--- src/rtl/mips_registers_bank.sv ---
// MIPS general-purpose register file: two combinational read ports, one synchronous write port.
// Optional write-through bypass enabled by defining REGISTERS_BANK_BYPASS_EN.
module mips_registers_bank #(
    parameter int NB_DATA    = 32,
    parameter int NB_ADDR    = 5,
    parameter int BANK_DEPTH = 32
) (
    input  logic               i_clock,
    input  logic               i_reset,
    input  logic               i_reg_write,
    input  logic [NB_ADDR-1:0] i_read_reg_a,
    input  logic [NB_ADDR-1:0] i_read_reg_b,
    input  logic [NB_ADDR-1:0] i_write_reg,
    input  logic [NB_DATA-1:0] i_write_data,
    output logic [NB_DATA-1:0] o_data_a,
    output logic [NB_DATA-1:0] o_data_b
);

    logic [NB_DATA-1:0] r_bank [BANK_DEPTH];
    logic               w_wr_en;

    assign w_wr_en = i_reg_write && !i_reset && (i_write_reg != '0);

    always_ff @(posedge i_clock) begin
        if (i_reset) begin
            for (int i = 0; i < BANK_DEPTH; i++) begin
                r_bank[i] <= '0;
            end
        end else if (w_wr_en) begin
            r_bank[i_write_reg] <= i_write_data;
        end
    end

`ifdef REGISTERS_BANK_BYPASS_EN
    // Write-through: a read hitting the register being written sees the new data this cycle.
    logic w_byp_a;
    logic w_byp_b;

    assign w_byp_a = w_wr_en && (i_read_reg_a == i_write_reg);
    assign w_byp_b = w_wr_en && (i_read_reg_b == i_write_reg);
`else
    logic w_byp_a;
    logic w_byp_b;

    assign w_byp_a = 1'b0;
    assign w_byp_b = 1'b0;
`endif

    // Address 0 is forced to zero on read so it is valid even before the first reset.
    always_comb begin
        o_data_a = '0;
        if (i_read_reg_a != '0) begin
            o_data_a = w_byp_a ? i_write_data : r_bank[i_read_reg_a];
        end
    end

    always_comb begin
        o_data_b = '0;
        if (i_read_reg_b != '0) begin
            o_data_b = w_byp_b ? i_write_data : r_bank[i_read_reg_b];
        end
    end

endmodule

--- config.mk ---
export PLATFORM = sky130hd
export DESIGN_NAME = mips_registers_bank
export DESIGN_NICKNAME = d
export VERILOG_FILES = /design/src/rtl/mips_registers_bank.sv
export SDC_FILE = /design/constraint.sdc
export NUM_CORES = 2
export LEC_CHECK = 0
export CORE_AREA = 5 5 307 309
export DETAILED_ROUTE_END_ITERATION = 8
export DIE_AREA = 0 0 312 314
export GPL_ROUTABILITY_DRIVEN = 0
export GPL_TIMING_DRIVEN = 0
export HOLD_SLACK_MARGIN = 0.12
export PLACE_DENSITY = 0.79
export SETUP_SLACK_MARGIN = 0.3
export SYNTH_ARGS = -nofsm -noshare
export SYNTH_HDL_FRONTEND = slang
export SYNTH_SLANG_ARGS = --single-unit
--- constraint.sdc ---
create_clock -name i_clock -period 2.7 [get_ports i_clock]
set_input_delay 0.405 -clock i_clock [delete_from_list [all_inputs] [get_ports i_clock]]
set_output_delay 0.405 -clock i_clock [all_outputs]
set_load 0.05 [all_outputs]
-- Word-level counts from Yosys, hierarchy flattened
Memories as Yosys holds them, arrays and structs flattened.
Cells that the tools add are included.
- reduce and logical (&&, ||, !) cells: 7
- muxes and demuxes: 10
- operators by type and width (operator ; number):
    two-way mux 32 bit ; 3
    OR reduction 32 bit ; 1
    nonzero test 5 bit ; 3
    two-way mux 1 bit ; 6
    two-way mux 5 bit ; 1
    logical AND 1 bit ; 2
    zero test 1 bit ; 1
- memory bits (writable): 1024
- input port bits: 50
- register bits: 0
- output and inout bits: 64
- logic and storage cells: 18
- memories: 1
- memory list (name ; depth ; bits a word ; rd ports ; clocked after memory_dff ; write ports ; line ; text):
    r_bank ; 32 ; 32 ; 2 ; 0 ; 32 ; 19 ; logic [NB_DATA-1:0] r_bank [BANK_DEPTH];

-- Depth between registers and ports, before layout
- depth in word-level cells: 8
- mapped depth: 9
- depth with buffers taken out: 4

-- Worst setup path before layout
No wires, ideal clock.
- path kind: input to output
- from: input port i_read_reg_a[0]
- to: output port o_data_a[30]
- stages: 6
- required time: 2295 ps
- setup slack: -1442 ps
- buffers on the path: 3
- arrival time: 3737 ps
- cells stage by stage: clkbuf_1 buf_6 buf_4 mux4_2 mux2i_1 a2111oi_0
- word-level cells in the longest chain between the ends: 2
- elaborated cells on any way between the ends: 3
- classes of those cells: mux: 1; reduce/logical: 1; memory: 1
- RTL lines (item ; line ; text):
    from (decl) ; 11 ; input logic [NB_ADDR-1:0] i_read_reg_a,
    memory (32 x 32 bit) or nonzero test 5 bit (tied branches) ; n/a ;
    two-way mux 32 bit (*) ; 52 ; if (i_read_reg_a != '0) begin
    to (decl) ; 15 ; output logic [NB_DATA-1:0] o_data_a,
Every way passes the cells marked *; elsewhere a longest branch is shown, timed or not.

==> summary.md <==
The flow ran to the end, but the final reports show violations. The final reports fail on setup timing. The run gives -20.64 ns as the sum of negative setup slack. Across the run, the number of max-cap violations was 0. On the critical path the largest part of the delay comes from compound AO/OA/AOI/OAI gates.

Relative to the synthesized area, the layout overhead comes to 23.70%. For the clock sink total, the log shows 1024. The total power divided by cell area was 617.9 nW/µm². The layout has 5340 filler cells. The critical path in this run is classified as reg -> out. For the data arrival time at the worst-slack endpoint, the log shows 2.79 ns.

Register ranked first by flip-flop count: r_bank. The kind of capture point of the worst setup path is an output port. The register share of total power is 0.456.

The share of synthesized registers carrying an async set or reset came out at 0. The synthesized design contains 1024 enable-type register cells. Hold repair after CTS inserted 0 buffers. For the finished layout, the period the worst path requires is 3.192 ns.

For the power share of the clock group, the log shows 0.368. Sorting the synthesized cells by how often they occur yields edfxtp_1, and2_1, mux4_2. The number of buffer and inverter instances along the worst setup path is 1, and the pin count of the biggest net entering global routing is 33. Setup repair after global routing could not meet its margin everywhere. The logs give 114 for the top-level port count and 111 for the number of standard-cell rows in the floorplan.

The via count normalized by instance count was 7.676. The largest total area in the synthesized netlist belongs to edfxtp_1. The signal on the critical path passes through mux4_2 > a22o_1 > a2111oi_4 > nor3_4 > buf_6.

Setup violations remaining at the end of the flow were counted as 64. The number of logic stages on the critical path including buffering is 5. The tools report the tightest slew margin relative to the limit as 0.2072. Area fraction of the dominant cell type after synthesis: 0.5670.

The die covers 97970 µm². The H-tree depth reported by CTS is 3. Across the VDD grid, the largest voltage drop is 0.5689 mV. For the number of nets still failing antenna checks after routing, the log shows 0.

The switching part of the total is 0.2752. The number of flip-flops in the largest register was 1024. The fraction of final layout cells with drive strength greater than 1 was 0.3652. The clock passes through at most 3 buffers. Buffers inserted during clock tree synthesis total 107. In this run, synthesis produced a sequential element count of 1024. The clock-pin slew of the registers on the worst-case setup and hold paths was 0.07 ns. The count of vias placed by the detailed router is 39950. The height of the die was 314 µm. edfxtp_1 is the most common cell in the netlist. For the count of unresolved DRC violations after routing, the log shows 0. In the final layout, the registers with the most flip-flops are r_bank (1024).

The run gives 0.5670 as the fraction of the yosys area taken by sequential cells. The analysis attributes to cell leakage a power of 0.02321 µW. The total iterations of the first detailed-routing run was 7; the count of different cell masters after synthesis was 42. Detail-routed net length per standard cell: 42.04 µm. The tools report the total number of yosys warnings as 0. Average cell area after synthesis: 15.49 µm². In this run the cell area of the synthesized design comes to 54230 µm². The logs give 6 for the initial antenna violation count and 41450 µW for the power consumption. The combined global-route utilization of all metal layers was 0.4382. The run gives 218800 µm as the final wirelength. The logs give 0 for the total count of hold-check failures in the final report and 3502 for the synthesized instance count.

Summed over all nets, the switching power comes to 11410 µW. The final cycle utilization of the critical path came out at 1.182. The starting utilization of the core area came out at 0.5953.

The logs give 0 for the number of slew-limit violations in the final report and 8178 for the DRC violation total after the first TritonRoute iteration. The internal power contribution was 30050 µW; the cell count of the worst hold path was 2. TritonCTS built the clock tree.

The logs give 0 for the sum of overflow across all layers after global routing and 2.30 ns for the endpoint required time on the critical path. The largest single stage delay on the critical path is 0.51 ns. Sorting the synthesized cells by area gives the leading types as edfxtp_1, mux4_2, and2_1, mux2i_1, clkbuf_1. Commonest register cell after synthesis: edfxtp_1.

During placement, the flow inserted port buffers numbering 107. The width of the chip was 312 µm; the transition time of the tightest slew-check pin was 1.189 ns. The worst setup margin is -0.4922 ns, and the highest net fanout along the worst path is 2. The root buffer cell chosen for the clock tree is clkbuf_16. The first global-routing pass estimated 295900 µm of wire. Type of the tightest min-delay check: in -> reg.

For the maximum clock frequency, the log shows 313.3 MHz. The run gives 137800 µm as the half-perimeter wire length after detailed placement. The net count reported at finish came out at 3974.

Fraction of power consumed by combinational cells: 0.176. The number of global-route vias before repair came out at 39090. The cell type of the slowest stage on the worst timing path was a2111oi_4. The total core area came out at 91110 µm². The worst setup path is launched from a flip-flop.
## area by class of cell
| cell class | instances | area (µm²) | area share |
|---|---|---|---|
| Sequential cell | 1024 | 30750 | 0.4583 |
| Multi-Input combinational cell | 2143 | 25290 | 0.3770 |
| Buffer | 386 | 3068 | 0.04573 |
| Timing Repair Buffer | 260 | 2970 | 0.04427 |
| Clock buffer | 128 | 2799 | 0.04172 |
| Tap cell | 1186 | 1484 | 0.02212 |
| Clock inverter | 66 | 695.7 | 0.01037 |
| Antenna cell | 9 | 22.52 | 0.0003357 |
| Inverter | 2 | 7.507 | 0.0001119 |
## final timing paths
check | startpoint | slack (ns) | end
max | r_bank[30][12]$_SDFFCE_PN0P_ | -0.49 | o_data_a[12]
min | i_write_data[6] | 0.46 | r_bank[5][6]$_SDFFCE_PN0P_
## per-layer routing
layer / part of all wire / GRT usage
met5: 0.0011 / 0.009881
met1: 0.30 / 0.5393
met4: 0.10 / 0.3155
met2: 0.42 / 0.6208
met3: 0.18 / 0.1927
## per-stage QoR
stage | hold WS, ns | area, µm² | cells | utilization | worst slack, ns
after global routing | 0.4901 | 67070 | 5195 | 0.7361 | -0.4556
final | 0.4585 | 67090 | 5204 | 0.7364 | -0.4922
after detailed placement | 1.191 | 59780 | 4827 | 0.6562 | -2.890
after CTS | 0.4569 | 66390 | 5156 | 0.7288 | -0.4549
after global placement | 1.207 | 59750 | 4826 | 0.6558 | -2.910
after floorplan | 0.6032 | 57190 | 3533 | - | 0.2075
## layout by cell type, fill, tap and decap left out, types with 39 or more instances in the layout
cell | Yosys | routed
edfxtp_1 | 1024 | 1024
and2_1 | 995 | 995
mux4_2 | 472 | 472
clkbuf_1 | 270 | 175
buf_4 | 31 | 139
clkbuf_16 | 0 | 114
mux2i_1 | 150 | 113
buf_6 | 22 | 99
buf_12 | 0 | 62
clkbuf_2 | 0 | 58
a2111oi_4 | 0 | 54
nor3_4 | 0 | 54
or2_4 | 0 | 51
o22ai_4 | 0 | 43
a22o_1 | 51 | 39
clkdlybuf4s50_1 | 0 | 39
## power groups by stage
stage / sequential (µW) / combinational (µW) / clock (µW)
after detailed placement: 19200 / 6150 / 0
after global routing: 18900 / 7290 / 15700
after global placement: 19100 / 6080 / 0
after floorplan: 19000 / 4050 / 0
after CTS: 18800 / 6880 / 15000
final: 18900 / 7310 / 15300
## cells by family (layout without fill, tap and decap cells)
kind of cell	count (synthesis)	in the layout	share of synthesized area
other cells	1	41	0.00006914
mux	652	652	0.2299
compound gates	259	259	0.03652
flops	1024	1024	0.5670
buf+inv	389	842	0.03317
simple gates	1177	1200	0.1333
## timing repair
item                                     CTS  global route
endpoints found under the setup margin  1368           351
gates cloned                              27             1
buffers inserted                         109            38
pin swaps                                151            62
gates resized for setup                  889            98
Power figures use the tool's default switching activity.
